**config.mk**
```make
export PLATFORM = sky130hd
export DESIGN_NAME = instr_sequencer
export DESIGN_NICKNAME = d
export VERILOG_FILES = /design/src/rtl/instr_sequencer.sv
export SDC_FILE = /design/constraint.sdc
export NUM_CORES = 1
export LEC_CHECK = 0
export CAP_MARGIN = 20
export CORE_MARGIN = 2
export CORE_UTILIZATION = 30
export CTS_BUF_LIST = sky130_fd_sc_hd__clkbuf_4 sky130_fd_sc_hd__clkbuf_8
export DETAILED_ROUTE_END_ITERATION = 7
export GPL_TIMING_DRIVEN = 0
export REMOVE_ABC_BUFFERS = 1
export SLEW_MARGIN = 20
export SYNTH_ARGS = -nofsm -noshare
export SYNTH_HDL_FRONTEND = slang
export SYNTH_SLANG_ARGS = --single-unit
```
**constraint.sdc**
```tcl
create_clock -name clock -period 3.2 [get_ports clock]
set_input_delay 0.32 -clock clock [delete_from_list [all_inputs] [get_ports clock]]
set_output_delay 0.32 -clock clock [all_outputs]
set_load 0.02 [all_outputs]
```
**src/rtl/instr_sequencer.sv**
```systemverilog
// Hardwired control unit: fetch (T0-T2), decode and execute T-states driving the CPU datapath strobes.
// Define SEQ_ICOUNT_EN to add the retired-instruction counter output instr_count.
module instr_sequencer #(
    parameter int MEM_TIMEOUT = 255,
    parameter int NUM_REGS    = 16
) (
    input  logic                clock,
    input  logic                clear,
    input  logic                run_i,
    input  logic                mem_ready,
    input  logic [31:0]         ir,
    output logic                PCout,
    output logic                IncPC,
    output logic                MARin,
    output logic                memRead,
    output logic                MDRin,
    output logic                MDRout,
    output logic                IRin,
    output logic                Yin,
    output logic                Zin,
    output logic                Zhighout,
    output logic                Zlowout,
    output logic                HIin,
    output logic                LOin,
    output logic [NUM_REGS-1:0] Rin,
    output logic [NUM_REGS-1:0] Rout,
    output logic [4:0]          alu_op,
    output logic                running,
    output logic                illegal,
    output logic                bus_error
`ifdef SEQ_ICOUNT_EN
    ,
    output logic [31:0]         instr_count
`endif
);

    localparam int CW = (MEM_TIMEOUT < 2) ? 1 : $clog2(MEM_TIMEOUT);

    localparam logic [4:0] OP_ADD  = 5'b00011;
    localparam logic [4:0] OP_SUB  = 5'b00100;
    localparam logic [4:0] OP_AND  = 5'b01010;
    localparam logic [4:0] OP_OR   = 5'b01011;
    localparam logic [4:0] OP_MUL  = 5'b01111;
    localparam logic [4:0] OP_DIV  = 5'b10000;
    localparam logic [4:0] OP_NEG  = 5'b10001;
    localparam logic [4:0] OP_NOT  = 5'b10010;
    localparam logic [4:0] OP_NOP  = 5'b11010;
    localparam logic [4:0] OP_HALT = 5'b11011;

    typedef enum logic [3:0] {
        IDLE, T0, T1, T2, T3, T4, T5, T6, HALTED
    } state_t;

    state_t        state, state_next;
    logic [CW-1:0] wait_cnt;
    logic          timeout_hit;

    logic [4:0] opcode;
    logic [3:0] ra, rb, rc;
    logic       is_alu, is_muldiv, is_unary, is_nop, is_halt;
    logic       unused_ir_bits;

    assign opcode = ir[31:27];
    assign ra     = ir[26:23];
    assign rb     = ir[22:19];
    assign rc     = ir[18:15];
    assign unused_ir_bits = ^ir[14:0];

    assign is_alu    = (opcode == OP_ADD) || (opcode == OP_SUB) ||
                       (opcode == OP_AND) || (opcode == OP_OR);
    assign is_muldiv = (opcode == OP_MUL) || (opcode == OP_DIV);
    assign is_unary  = (opcode == OP_NEG) || (opcode == OP_NOT);
    assign is_nop    = (opcode == OP_NOP);
    assign is_halt   = (opcode == OP_HALT);

    assign timeout_hit = (wait_cnt == CW'(MEM_TIMEOUT - 1));

    function automatic logic [NUM_REGS-1:0] reg_sel(input logic [3:0] idx);
        reg_sel = NUM_REGS'(1) << idx;
    endfunction

    always_ff @(posedge clock) begin
        if (!clear) begin
            state     <= IDLE;
            wait_cnt  <= '0;
            bus_error <= 1'b0;
        end else begin
            state <= state_next;
            // wait_cnt counts completed T1 cycles without mem_ready; zero on every T1 entry
            if (state == T1 && !mem_ready && !timeout_hit)
                wait_cnt <= wait_cnt + CW'(1);
            else
                wait_cnt <= '0;
            if (state == T1 && !mem_ready && timeout_hit)
                bus_error <= 1'b1;
        end
    end

`ifdef SEQ_ICOUNT_EN
    always_ff @(posedge clock) begin
        if (!clear)
            instr_count <= '0;
        else if (state_next == T0 && (state == T3 || state == T5 || state == T6))
            instr_count <= instr_count + 32'd1;
    end
`endif

    always_comb begin
        state_next = state;
        PCout      = 1'b0;
        IncPC      = 1'b0;
        MARin      = 1'b0;
        memRead    = 1'b0;
        MDRin      = 1'b0;
        MDRout     = 1'b0;
        IRin       = 1'b0;
        Yin        = 1'b0;
        Zin        = 1'b0;
        Zhighout   = 1'b0;
        Zlowout    = 1'b0;
        HIin       = 1'b0;
        LOin       = 1'b0;
        Rin        = '0;
        Rout       = '0;
        alu_op     = 5'b00000;
        illegal    = 1'b0;
        running    = 1'b0;

        case (state)
            IDLE: begin
                if (run_i)
                    state_next = T0;
            end
            T0: begin
                running    = 1'b1;
                PCout      = 1'b1;
                MARin      = 1'b1;
                IncPC      = 1'b1;
                state_next = T1;
            end
            T1: begin
                running = 1'b1;
                memRead = 1'b1;
                MDRin   = 1'b1;
                if (mem_ready)
                    state_next = T2;
                else if (timeout_hit)
                    state_next = HALTED;
            end
            T2: begin
                running    = 1'b1;
                MDRout     = 1'b1;
                IRin       = 1'b1;
                state_next = T3;
            end
            T3: begin
                running = 1'b1;
                if (is_alu || is_muldiv) begin
                    Rout       = reg_sel(rb);
                    Yin        = 1'b1;
                    state_next = T4;
                end else if (is_unary) begin
                    state_next = T4;
                end else if (is_nop) begin
                    state_next = T0;
                end else if (is_halt) begin
                    state_next = HALTED;
                end else begin
                    illegal    = 1'b1;
                    state_next = T0;
                end
            end
            T4: begin
                running = 1'b1;
                alu_op  = opcode;
                Zin     = 1'b1;
                // operand source differs: binary ops read Rc, unary Rb, MUL/DIV Ra
                if (is_alu)
                    Rout = reg_sel(rc);
                else if (is_unary)
                    Rout = reg_sel(rb);
                else if (is_muldiv)
                    Rout = reg_sel(ra);
                state_next = T5;
            end
            T5: begin
                running = 1'b1;
                Zlowout = 1'b1;
                if (is_muldiv) begin
                    LOin       = 1'b1;
                    state_next = T6;
                end else begin
                    Rin        = reg_sel(ra);
                    state_next = T0;
                end
            end
            T6: begin
                running    = 1'b1;
                Zhighout   = 1'b1;
                HIin       = 1'b1;
                state_next = T0;
            end
            HALTED: begin
                state_next = HALTED;
            end
            default: begin
                state_next = IDLE;
            end
        endcase
    end

endmodule

```
Word-level counts from Yosys, hierarchy flattened
Cells that the tools add are included.
W data, S select, Z words.
Storage, ports and cells
  logic and storage cells: 76
  register bits: 13
Cells by class
  add/subtract/negate cells: 1
  reduce and logical (&&, ||, !) cells: 15
  shift-type cells: 3
  equality and inequality tests: 21
  mux-type cells: 33
Operators with widths (count)
  $mux W16: 6
  $shl A1 B4 Y16 const A: 3
  $pmux W4 S9: 1
  $pmux W16 S2: 1
  $mux W4: 7
  $eq A5 B5 Y1 const B: 5
  $eq A4 B3 Y1 const B: 4
  $mux W1: 16
  $eq A5 B4 Y1 const B: 3
  $add A8 B1 Y8 const B: 1
  $eq A4 B2 Y1 const B: 2
  $eq A8 B8 Y1 const B: 1
  $reduce_or A7 Y1: 1
  $logic_or A1 B1 Y1: 6
  $eq A5 B2 Y1 const B: 1
  $eq A5 B3 Y1 const B: 1
  $mux W5: 1
  $eq A4 B1 Y1 const B: 1
  $eq A4 B4 Y1 const B: 1
  $logic_not A4 Y1: 1
  $reduce_and A2 Y1: 2
  $logic_and A1 B1 Y1: 3
  $mux W3: 1
  $ne A3 B3 Y1 const B: 1
  2 further kinds: 3

Longest topological paths before layout
Gate-level depths: netlist of run 1.
  word-level depth: 7
  gate-level depth with buffers: 7

Least setup slack after synthesis of run 1
Ideal clock, no wire load.
  path type: flip-flop to output port
  start: reg state[3]
  end: out Rin[14]
  data arrival time: 1.833 ns
  setup slack: 1.047 ns
  data required time: 2.880 ns
  stages on the path, launching flop included: 8
  path buffers: 2
  cell sequence: dfxtp_1 buf_2 nand2b_1 buf_2 nor3b_2 and2b_1 nand3_1 nor2_1
On the way
  cells in the longest elaborated chain, start to end: 2
Ends and longest elaborated chain
  start, declared: line 54  | state_t state, state_next;
  start signal, assigned: line 88  | state <= state_next;
  $eq A4 B3 Y1: line 129  | case (state)
  $mux W16: line 129
  end, declared: line 25  | output logic [NUM_REGS-1:0] Rin,
Every way passes these cells.

Final worst setup path of run 1
  start: in ir[28]
  end: out Rout[14]
On the way
  cells in the longest elaborated chain, start to end: 7
Ends and longest elaborated chain
  start, declared: line 11  | input logic [31:0] ir,
  $eq A5 B2 Y1 or $eq A5 B3 Y1 (tied branches): line 69  | assign is_alu = (opcode == OP_ADD) || (opcode == OP_SUB) ||
  $logic_or A1 B1 Y1 (2 in series): line 69
  $logic_or A1 B1 Y1: line 70  | (opcode == OP_AND) || (opcode == OP_OR);
  $logic_or A1 B1 Y1: line 158  | if (is_alu || is_muldiv) begin
  $mux W16: line 158
  $pmux W16 S2 *: line 129
  end, declared: line 26  | output logic [NUM_REGS-1:0] Rout,
Every way passes the cells marked *; elsewhere a longest branch is shown, timed or not.

==> flow_summary.rst, run 1 <==
.. list-table::
   :header-rows: 1

   * - Metric
     - Value
   * - Worst max-slew margin expressed relative to the limit
     - 61.36%
   * - Die area
     - 0.006650 mm²
   * - Root buffer cell
     - sky130_fd_sc_hd__clkbuf_8
   * - Total count of hold-check failures in the final report
     - 0
   * - Top cells by area in the synthesized netlist
     - sky130_fd_sc_hd__dfxtp_1 14%, sky130_fd_sc_hd__nor2_1 9.2%, sky130_fd_sc_hd__nand3_1 5.5%
   * - DIE WIDTH
     - 81.55 µm
   * - Slack of the worst reg-to-reg path
     - 1450 ps
   * - Number of antenna violations at the first check in global routing
     - 0
   * - Destination of the worst register-to-register timing path
     - state[3]
   * - Mean cell area of the mapped netlist
     - 6.585 µm²
   * - Post-DP HPWL
     - 4519 µm
   * - Async set or reset register ratio after synthesis
     - 0%
   * - Final net count
     - 376
   * - Sum of overflow across all layers after global routing
     - 0
   * - Count of final setup violators
     - 0
   * - Global Route Usage Sum
     - 17.57%
   * - Design Power
     - 0.0006663 W
   * - Multi-input gate area in the final layout
     - 0.001476 mm²
   * - Data arrival, critical path
     - 2760 ps
   * - Count of unique library cells instantiated by Yosys
     - 59
   * - Layout overhead on the synthesized area
     - 49.17%
   * - Reg2Reg Launch Point
     - state[1]
   * - Via-per-instance ratio
     - 5.454
   * - DRC errors left
     - 0
   * - Met3 routed WL
     - 516 µm
   * - Relative contribution of sequential cells to total power
     - 29.7%
   * - Number of fillers in the final layout
     - 595
   * - Critical Path, Cell by Cell
     - clkdlybuf4s15_1, or3_1, o21ai_2, nor2_2, nor4_1, a211o_1, clkdlybuf4s50_1
   * - Max Cap Viol
     - 0
   * - Portion of the post-synthesis area used by sequential elements
     - 14.42%
   * - RSZ-0062 raised after global routing
     - false
   * - Crit path time final
     - 3079 ps
   * - Worst-skew pair later-pin latency
     - 240 ps
   * - Via count
     - 2247
   * - Post-placement setup slack
     - -397.9 ps
   * - Most area-hungry cell type in the Yosys netlist
     - sky130_fd_sc_hd__dfxtp_1
   * - Count of TritonRoute iterations in the first routing pass
     - 5
   * - Start point of the worst min-delay path
     - wait_cnt[0]
   * - Initial cell density of the core
     - 30.84%
   * - Fin. max-slew vios
     - 0
   * - Number of buffer and inverter stages on the critical path
     - 2
   * - Startpoint type of the worst setup path
     - primary input
   * - Switching power share of the total
     - 39.03%
   * - TritonCTS clock tree
     - yes
   * - Number of synthesis warnings
     - 0
   * - Portion of synthesized cell area occupied by the leading cell type
     - 14.42%
   * - Setup slack after layout
     - 121.2 ps
   * - Power spent charging and discharging nets
     - 0.0002601 W
   * - Ratio of final minimum period to clock period
     - 96.21%
   * - Routability congestion estimate
     - 0.9044
   * - Maximum ir drop on the vdd rail
     - 0.0002044 V
   * - Hold Path Depth
     - 1
   * - Chip height
     - 81.55 µm
   * - Pint
     - 0.0004062 W
   * - Core region area
     - 0.005851 mm²
   * - Number of buffers inserted during clock tree synthesis
     - 3
   * - Critical Setup Path Class
     - in2out
   * - Ant. Diodes
     - 0
   * - Maximum count of clock buffers along a single path
     - 2
   * - Worst-Margin Slew
     - 577.5 ps
   * - Share of power burned in combinational logic
     - 46.8%
   * - Clock skew
     - 0.8725 ps
   * - Combined flip-flop and latch cell area
     - 260.3 µm²
   * - Number of buffers inserted by hold repair at cts
     - 0
   * - Tightest Hold Check Type
     - reg2reg
   * - Via count of the first global-routing pass
     - 1999
   * - Total standard cell area after synthesis
     - 0.001804 mm²
   * - Achievable Freq
     - 324.8 MHz
   * - Count of placed standard cells including taps
     - 402
   * - Violation count after the first detailed-route iteration
     - 111
   * - Post-detailed-routing wire length
     - 5937 µm
   * - Detailed-route wire length on metal 1
     - 2699 µm
   * - Gate Count Post-Synth
     - 274
   * - Pin count of the biggest net entering global routing
     - 17
   * - Delay contributed by the slowest stage of the critical path
     - 620 ps
   * - Biggest fanout along the worst timing path
     - 12
   * - Worst-path cell with the longest stage delay
     - sky130_fd_sc_hd__clkdlybuf4s50_1
   * - Number of standard cells in the final layout excluding fillers
     - 412
   * - Required time reported for the critical path endpoint
     - 2880 ps
   * - Number of H-tree branching levels
     - 1
   * - Run status
     - finished, final reports clean
   * - Synthesis-stage register bit count
     - 13
   * - First-pass GRT wire length
     - 9459 µm
   * - Layout cell share with drive strength beyond 1
     - 8.605%
   * - Capturing element type of the critical path
     - output pin
   * - Total power divided by cell area
     - 247.6 mW/mm²
   * - Highest metal layer used by the detailed router
     - met4
   * - Dominant synthesized flop cell
     - sky130_fd_sc_hd__dfxtp_1
   * - Depth of the worst register-to-register path
     - 5
   * - Clk pwr share
     - 23.5%
   * - Clock-pin slew of the registers on the worst-case setup and hold paths
     - 50 ps
   * - Leak Pwr
     - 0.8941 nW
   * - Post-DR wirelength/cell
     - 14.41 µm
   * - # rows
     - 28
   * - Antenna-violating nets left
     - 0
   * - Wire length on met2
     - 2691 µm
   * - Largest delay contributor family on the critical path
     - buffers and inverters
   * - Most frequent cell after synthesis
     - sky130_fd_sc_hd__nor2_1
   * - Cell types with the highest counts after synthesis
     - 44 x sky130_fd_sc_hd__nor2_1, 25 x sky130_fd_sc_hd__nand2_1, 20 x sky130_fd_sc_hd__nand3_1
   * - I/O pins
     - 89
   * - Number of clock sinks
     - 13
   * - Min-Delay Endpoint
     - wait_cnt[0]
   * - EDFF count, synth
     - 0
   * - I/O Buffers
     - 73
## flip-flops by register name, summed over array words and instances, names as in the netlist
name	flops
state	4
wait_cnt	8
bus_error	1
## power groups by stage
| stage | clock, W | sequential (W) | combinational (W) |
|---|---|---|---|
| 2_1_floorplan | 0 | 0.000194 | 0.000162 |
| 3_3_place_gp | 0 | 0.000200 | 0.000291 |
| 3_5_place_dp | 0 | 0.000201 | 0.000293 |
| 4_1_cts | 0.000161 | 0.000197 | 0.000308 |
| 5_1_grt | 0.000166 | 0.000201 | 0.000337 |
| 6_report | 0.000157 | 0.000198 | 0.000312 |
## cells in the final DEF, fill, tap and decap left out, types with 3 or more instances in the layout
cell type / n
sky130_fd_sc_hd__nand3_1: 20
sky130_fd_sc_hd__xor2_1: 3
sky130_fd_sc_hd__buf_4: 5
sky130_fd_sc_hd__nand4b_1: 3
sky130_fd_sc_hd__o221ai_1: 4
sky130_fd_sc_hd__dlygate4sd2_1: 3
sky130_fd_sc_hd__nor2_1: 43
sky130_fd_sc_hd__o21ai_0: 11
sky130_fd_sc_hd__nor4_1: 3
sky130_fd_sc_hd__nor3_1: 16
sky130_fd_sc_hd__dfxtp_1: 13
sky130_fd_sc_hd__nor2b_1: 7
sky130_fd_sc_hd__and3_1: 5
sky130_fd_sc_hd__a311o_1: 3
sky130_fd_sc_hd__clkbuf_8: 3
sky130_fd_sc_hd__and2_1: 5
sky130_fd_sc_hd__a21oi_1: 11
sky130_fd_sc_hd__o22ai_1: 7
sky130_fd_sc_hd__or3_1: 3
sky130_fd_sc_hd__nand2b_1: 11
sky130_fd_sc_hd__xnor2_1: 4
sky130_fd_sc_hd__inv_1: 5
sky130_fd_sc_hd__nand2_1: 25
sky130_fd_sc_hd__nand4_1: 3
sky130_fd_sc_hd__clkdlybuf4s50_1: 68
sky130_fd_sc_hd__a211o_1: 4
## final cells by class
class / instances / area share [%]
multi-input cells: 235 / 54.86
repair buffers: 79 / 29.24
flip-flops and latches: 13 / 9.670
well taps: 75 / 3.487
clock buffers: 4 / 1.813
inverters: 6 / 0.9298
## stage by stage
step	setup TNS, ps	instance area (µm²)	utilization, %	hold WS, ps
after CTS	0	2678	45.77	461.7
final	0	2691	46.00	465.5
after global placement	-3848	2511	42.92	446.5
after floorplan	0	1687	-	429.7
after global routing	0	2691	46.00	484.8
after detailed placement	-5107	2511	42.92	452.0
## worst max path at each step
stage | to | from | slack (ps) | cells after the start
after floorplan | Rout[13] | state[3] | 860 | 4
after global placement | Rout[6] | ir[28] | -340 | 7
after detailed placement | Rout[0] | ir[28] | -400 | 7
after CTS | Rout[15] | ir[29] | 10 | 7
after global routing | Rout[10] | ir[30] | 3 | 7
final | Rout[14] | ir[28] | 120 | 7
## repair_timing
item                                    CTS  global route
pin swaps                                 3             1
gates resized for setup                  14             4
endpoints found under the setup margin   32            22
gates cloned                              0             0
buffers inserted                          6             0
## cell families (layout without fill, tap and decap cells)
| group | Yosys count | count (layout) | synth area share (%) |
|---|---|---|---|
| AND/OR/NAND/NOR | 162 | 162 | 47.30 |
| AO/OA/AOI/OAI | 62 | 62 | 24.48 |
| buffers and inverters | 26 | 89 | 7.905 |
| flip-flops | 13 | 13 | 14.42 |
| XOR/XNOR | 7 | 7 | 3.398 |
| adder cells (fa/ha/maj) | 2 | 2 | 1.387 |
| multiplexers | 2 | 2 | 1.110 |
## per-layer routing
layer,vias up,track usage (%)
li1,1117,-
met1,1019,24.70
met2,106,28.52
met3,5,3.187
met4,0,2.373
met5,-,0
Note: power is estimated with default switching activity, not from simulation.
==> run 2, diff against run 1 <==
--- a/config.mk
+++ b/config.mk
@@ -16,3 +16,4 @@
 export SYNTH_ARGS = -nofsm -noshare
 export SYNTH_HDL_FRONTEND = slang
 export SYNTH_SLANG_ARGS = --single-unit
+export TNS_END_PERCENT = 5
==> results of run 2 <==
Final layout, timing and power as in run 1 (identical DEF).
==> run 3, diff against run 2 <==
--- a/config.mk
+++ b/config.mk
@@ -12,6 +12,7 @@
 export DETAILED_ROUTE_END_ITERATION = 7
 export GPL_TIMING_DRIVEN = 0
 export REMOVE_ABC_BUFFERS = 1
+export SKIP_CTS_REPAIR_TIMING = 1
 export SLEW_MARGIN = 20
 export SYNTH_ARGS = -nofsm -noshare
 export SYNTH_HDL_FRONTEND = slang
==> constraint.sdc (replaced) <==
create_clock -name clock -period 2.97 [get_ports clock]
set_input_delay 0.297 -clock clock [delete_from_list [all_inputs] [get_ports clock]]
set_output_delay 0.297 -clock clock [all_outputs]
set_load 0.02 [all_outputs]
==> run 3 against run 2 <==
Compared with the run above: clock skew about the same; first-iteration DRC count is 21% lower; highest routed layer unchanged; final area hardly changed; largest cell class unchanged; largest power group unchanged; sequential cell count stayed put; combinational power is 8.0% higher.
==> flow_summary.rst, run 3 (synthesized netlist as in run 1, its figures left out) <==
.. list-table::
   :header-rows: 1

   * - Metric
     - Value
   * - Run status
     - finished, final reports clean
   * - Flip-flop count of the largest register after layout
     - 8 (unchanged)
   * - Crit path time final
     - 2907 ps
   * - Layout cell share with drive strength beyond 1
     - 9.281% (+0.68 points)
   * - Power spent charging and discharging nets
     - 0.0002814 W (+8.2%)
   * - Pint
     - 0.0004393 W (+8.2%)
   * - Switching power share of the total
     - 39.05% (about the same)
   * - Worst-Margin Slew
     - 562.6 ps (-14.86 ps)
   * - Biggest fanout along the worst timing path
     - 12 (unchanged)
   * - Most common cell after layout, fill and taps aside
     - sky130_fd_sc_hd__clkdlybuf4s50_1
   * - Data arrival, critical path
     - 2610 ps (-150 ps)
   * - Number of buffers inserted during clock tree synthesis
     - 3 (unchanged)
   * - Critical Setup Path Class
     - in2out
   * - Worst max-slew margin expressed relative to the limit
     - 62.36% (+0.99 points)
   * - Ratio of final minimum period to clock period
     - 97.89%
   * - Total count of hold-check failures in the final report
     - 0 (unchanged)
   * - Post-DR wirelength/cell
     - 14.52 µm (+0.77%)
   * - Routability congestion estimate
     - 0.9044 (unchanged)
   * - Die area
     - 0.006650 mm² (unchanged)
   * - Relative contribution of sequential cells to total power
     - 29.8% (about the same)
   * - Initial cell density of the core
     - 30.84% (unchanged)
   * - Via count
     - 2200 (-2.1%)
   * - Worst-skew pair later-pin latency
     - 240 ps (about the same)
   * - Tightest Hold Check Type
     - reg2reg
   * - I/O Buffers
     - 73 (unchanged)
   * - Layout overhead on the synthesized area
     - 49.10% (about the same)
   * - Ant. Diodes
     - 0 (unchanged)
   * - First-pass GRT wire length
     - 9266 µm (-2.0%)
   * - Maximum count of clock buffers along a single path
     - 2 (unchanged)
   * - Max Cap Viol
     - 0 (unchanged)
   * - Sum of negative setup slack
     - 0 ps (unchanged)
   * - Commonest cells after routing, fill and taps aside
     - 68 x sky130_fd_sc_hd__clkdlybuf4s50_1, 43 x sky130_fd_sc_hd__nor2_1, 25 x sky130_fd_sc_hd__nand2_1
   * - Number of H-tree branching levels
     - 1 (unchanged)
   * - Registers with the most flip-flops
     - wait_cnt (8), state (4), bus_error (1)
   * - M1 GR Usage
     - 24.08% (-0.63 points)
   * - RSZ-0062 raised after global routing
     - true
   * - I/O pins
     - 89 (unchanged)
   * - Required time reported for the critical path endpoint
     - 2670 ps (-210 ps)
   * - Clock skew
     - 1.019 ps (+0.1469 ps)
   * - Pin count of the biggest net entering global routing
     - 17 (unchanged)
   * - Capturing element type of the critical path
     - output pin
   * - Chip height
     - 81.55 µm (unchanged)
   * - DRC errors left
     - 0 (unchanged)
   * - Met3 capacity usage during global routing
     - 3.407% (+0.22 points)
   * - Violation count after the first detailed-route iteration
     - 88 (-21%)
   * - Via count of the first global-routing pass
     - 1977 (-1.1%)
   * - Number of antenna violations at the first check in global routing
     - 0 (unchanged)
   * - Achievable Freq
     - 344.0 MHz
   * - Final instance area
     - 0.002690 mm² (about the same)
   * - Worst Hold Slack
     - 465.5 ps (-0.09900 ps)
   * - Root buffer cell
     - sky130_fd_sc_hd__clkbuf_8
   * - Global Route Usage Sum
     - 17.26% (-0.31 points)
   * - DIE WIDTH
     - 81.55 µm (unchanged)
   * - Fin. max-slew vios
     - 0 (unchanged)
   * - # rows
     - 28 (unchanged)
   * - Final net count
     - 373 (-0.80%)
   * - Startpoint type of the worst setup path
     - primary input
   * - Design Power
     - 0.0007208 W (+8.2%)
   * - Register with the highest flop count
     - wait_cnt
   * - Leak Pwr
     - 0.9045 nW (+1.2%)
   * - Share of power burned in combinational logic
     - 46.8% (about the same)
   * - Post-detailed-routing wire length
     - 5939 µm (about the same)
   * - Maximum ir drop on the vdd rail
     - 0.0002208 V (+8.0%)
   * - Post-DP HPWL
     - 4519 µm (unchanged)
   * - Dpl cell area
     - 0.002511 mm² (unchanged)
   * - Met2 Resource Use GR
     - 27.95% (-0.57 points)
   * - Busiest layer in global routing
     - met2
   * - TritonCTS clock tree
     - yes
   * - Number of clock sinks
     - 13 (unchanged)
   * - Sum of overflow across all layers after global routing
     - 0 (unchanged)
   * - Count of final setup violators
     - 0 (unchanged)
   * - Clk pwr share
     - 23.3% (-0.2 points)
   * - Total power divided by cell area
     - 267.9 mW/mm² (+8.2%)
   * - Clock-pin slew of the registers on the worst-case setup and hold paths
     - 50 ps (about the same)
   * - Count of TritonRoute iterations in the first routing pass
     - 4 (-1)
   * - Via-per-instance ratio
     - 5.379 (-1.4%)
   * - Antenna-violating nets left
     - 0 (unchanged)
   * - Core region area
     - 0.005851 mm² (unchanged)
run 3: changes by cell type in the layout (fill, tap and decap cells not counted), sizes merged:
| cell | previous run | this run |
|---|---|---|
| clkdlybuf4s15 | 1 | 0 |
| dlygate4sd2 | 3 | 0 |
| clkbuf | 4 | 6 |
| dlymetal6s2s | 1 | 3 |
| buf | 6 | 3 |
run 3: area by class of cell:
class | count | area, µm²
multi-input cells | 235 | 1486
clock buffers | 4 | 48.80
fillers | 600 | 3161
repair buffers | 76 | 775.7
flip-flops and latches | 13 | 260.3
well taps | 75 | 93.84
inverters | 6 | 25.02
run 3: final timing paths:
kind	slack, ps	to	startpoint	depth (start not counted)
max	60	Rout[14]	ir[28]	7
min reg2reg	470	wait_cnt[0]	wait_cnt[0]	1
max reg2reg	1220	state[3]	state[1]	5
min	470	wait_cnt[0]	wait_cnt[0]	1
run 3: critical path: stages:
cell and delay [ps]:
sky130_fd_sc_hd__dlymetal6s2s_1 400, sky130_fd_sc_hd__nor4bb_4 460, sky130_fd_sc_hd__a211o_2 250, sky130_fd_sc_hd__nor2_2 90, sky130_fd_sc_hd__nor4_1 340, sky130_fd_sc_hd__a211o_1 160
sky130_fd_sc_hd__clkdlybuf4s50_1 620
run 3: stage by stage:
step | instances | worst slack, ps | utilization [%]
global placement | 402 | -525.6 | 42.92
CTS | 406 | -570.4 | 43.76
detailed placement | 402 | -581.9 | 42.92
floorplan | 254 | 653.4 | -
global route | 409 | -55.77 | 45.98
finish | 409 | 62.61 | 45.98
run 3: layer usage:
layer  share of wire, %  up-vias  wire [µm]
met5                  0        -          0
met4               0.76        0         45
met3                7.8        7        466
met2                 46       90       2723
met1                 46      996       2704
li1                   -     1107          -
run 3: power by group through the flow:
stage | clock (W) | combinational [W] | sequential [W]
global placement | 0 | 0.000314 | 0.000216
floorplan | 0 | 0.000175 | 0.000209
finish | 0.000168 | 0.000337 | 0.000215
CTS | 0.000173 | 0.000316 | 0.000212
detailed placement | 0 | 0.000315 | 0.000216
global route | 0.000179 | 0.000365 | 0.000218
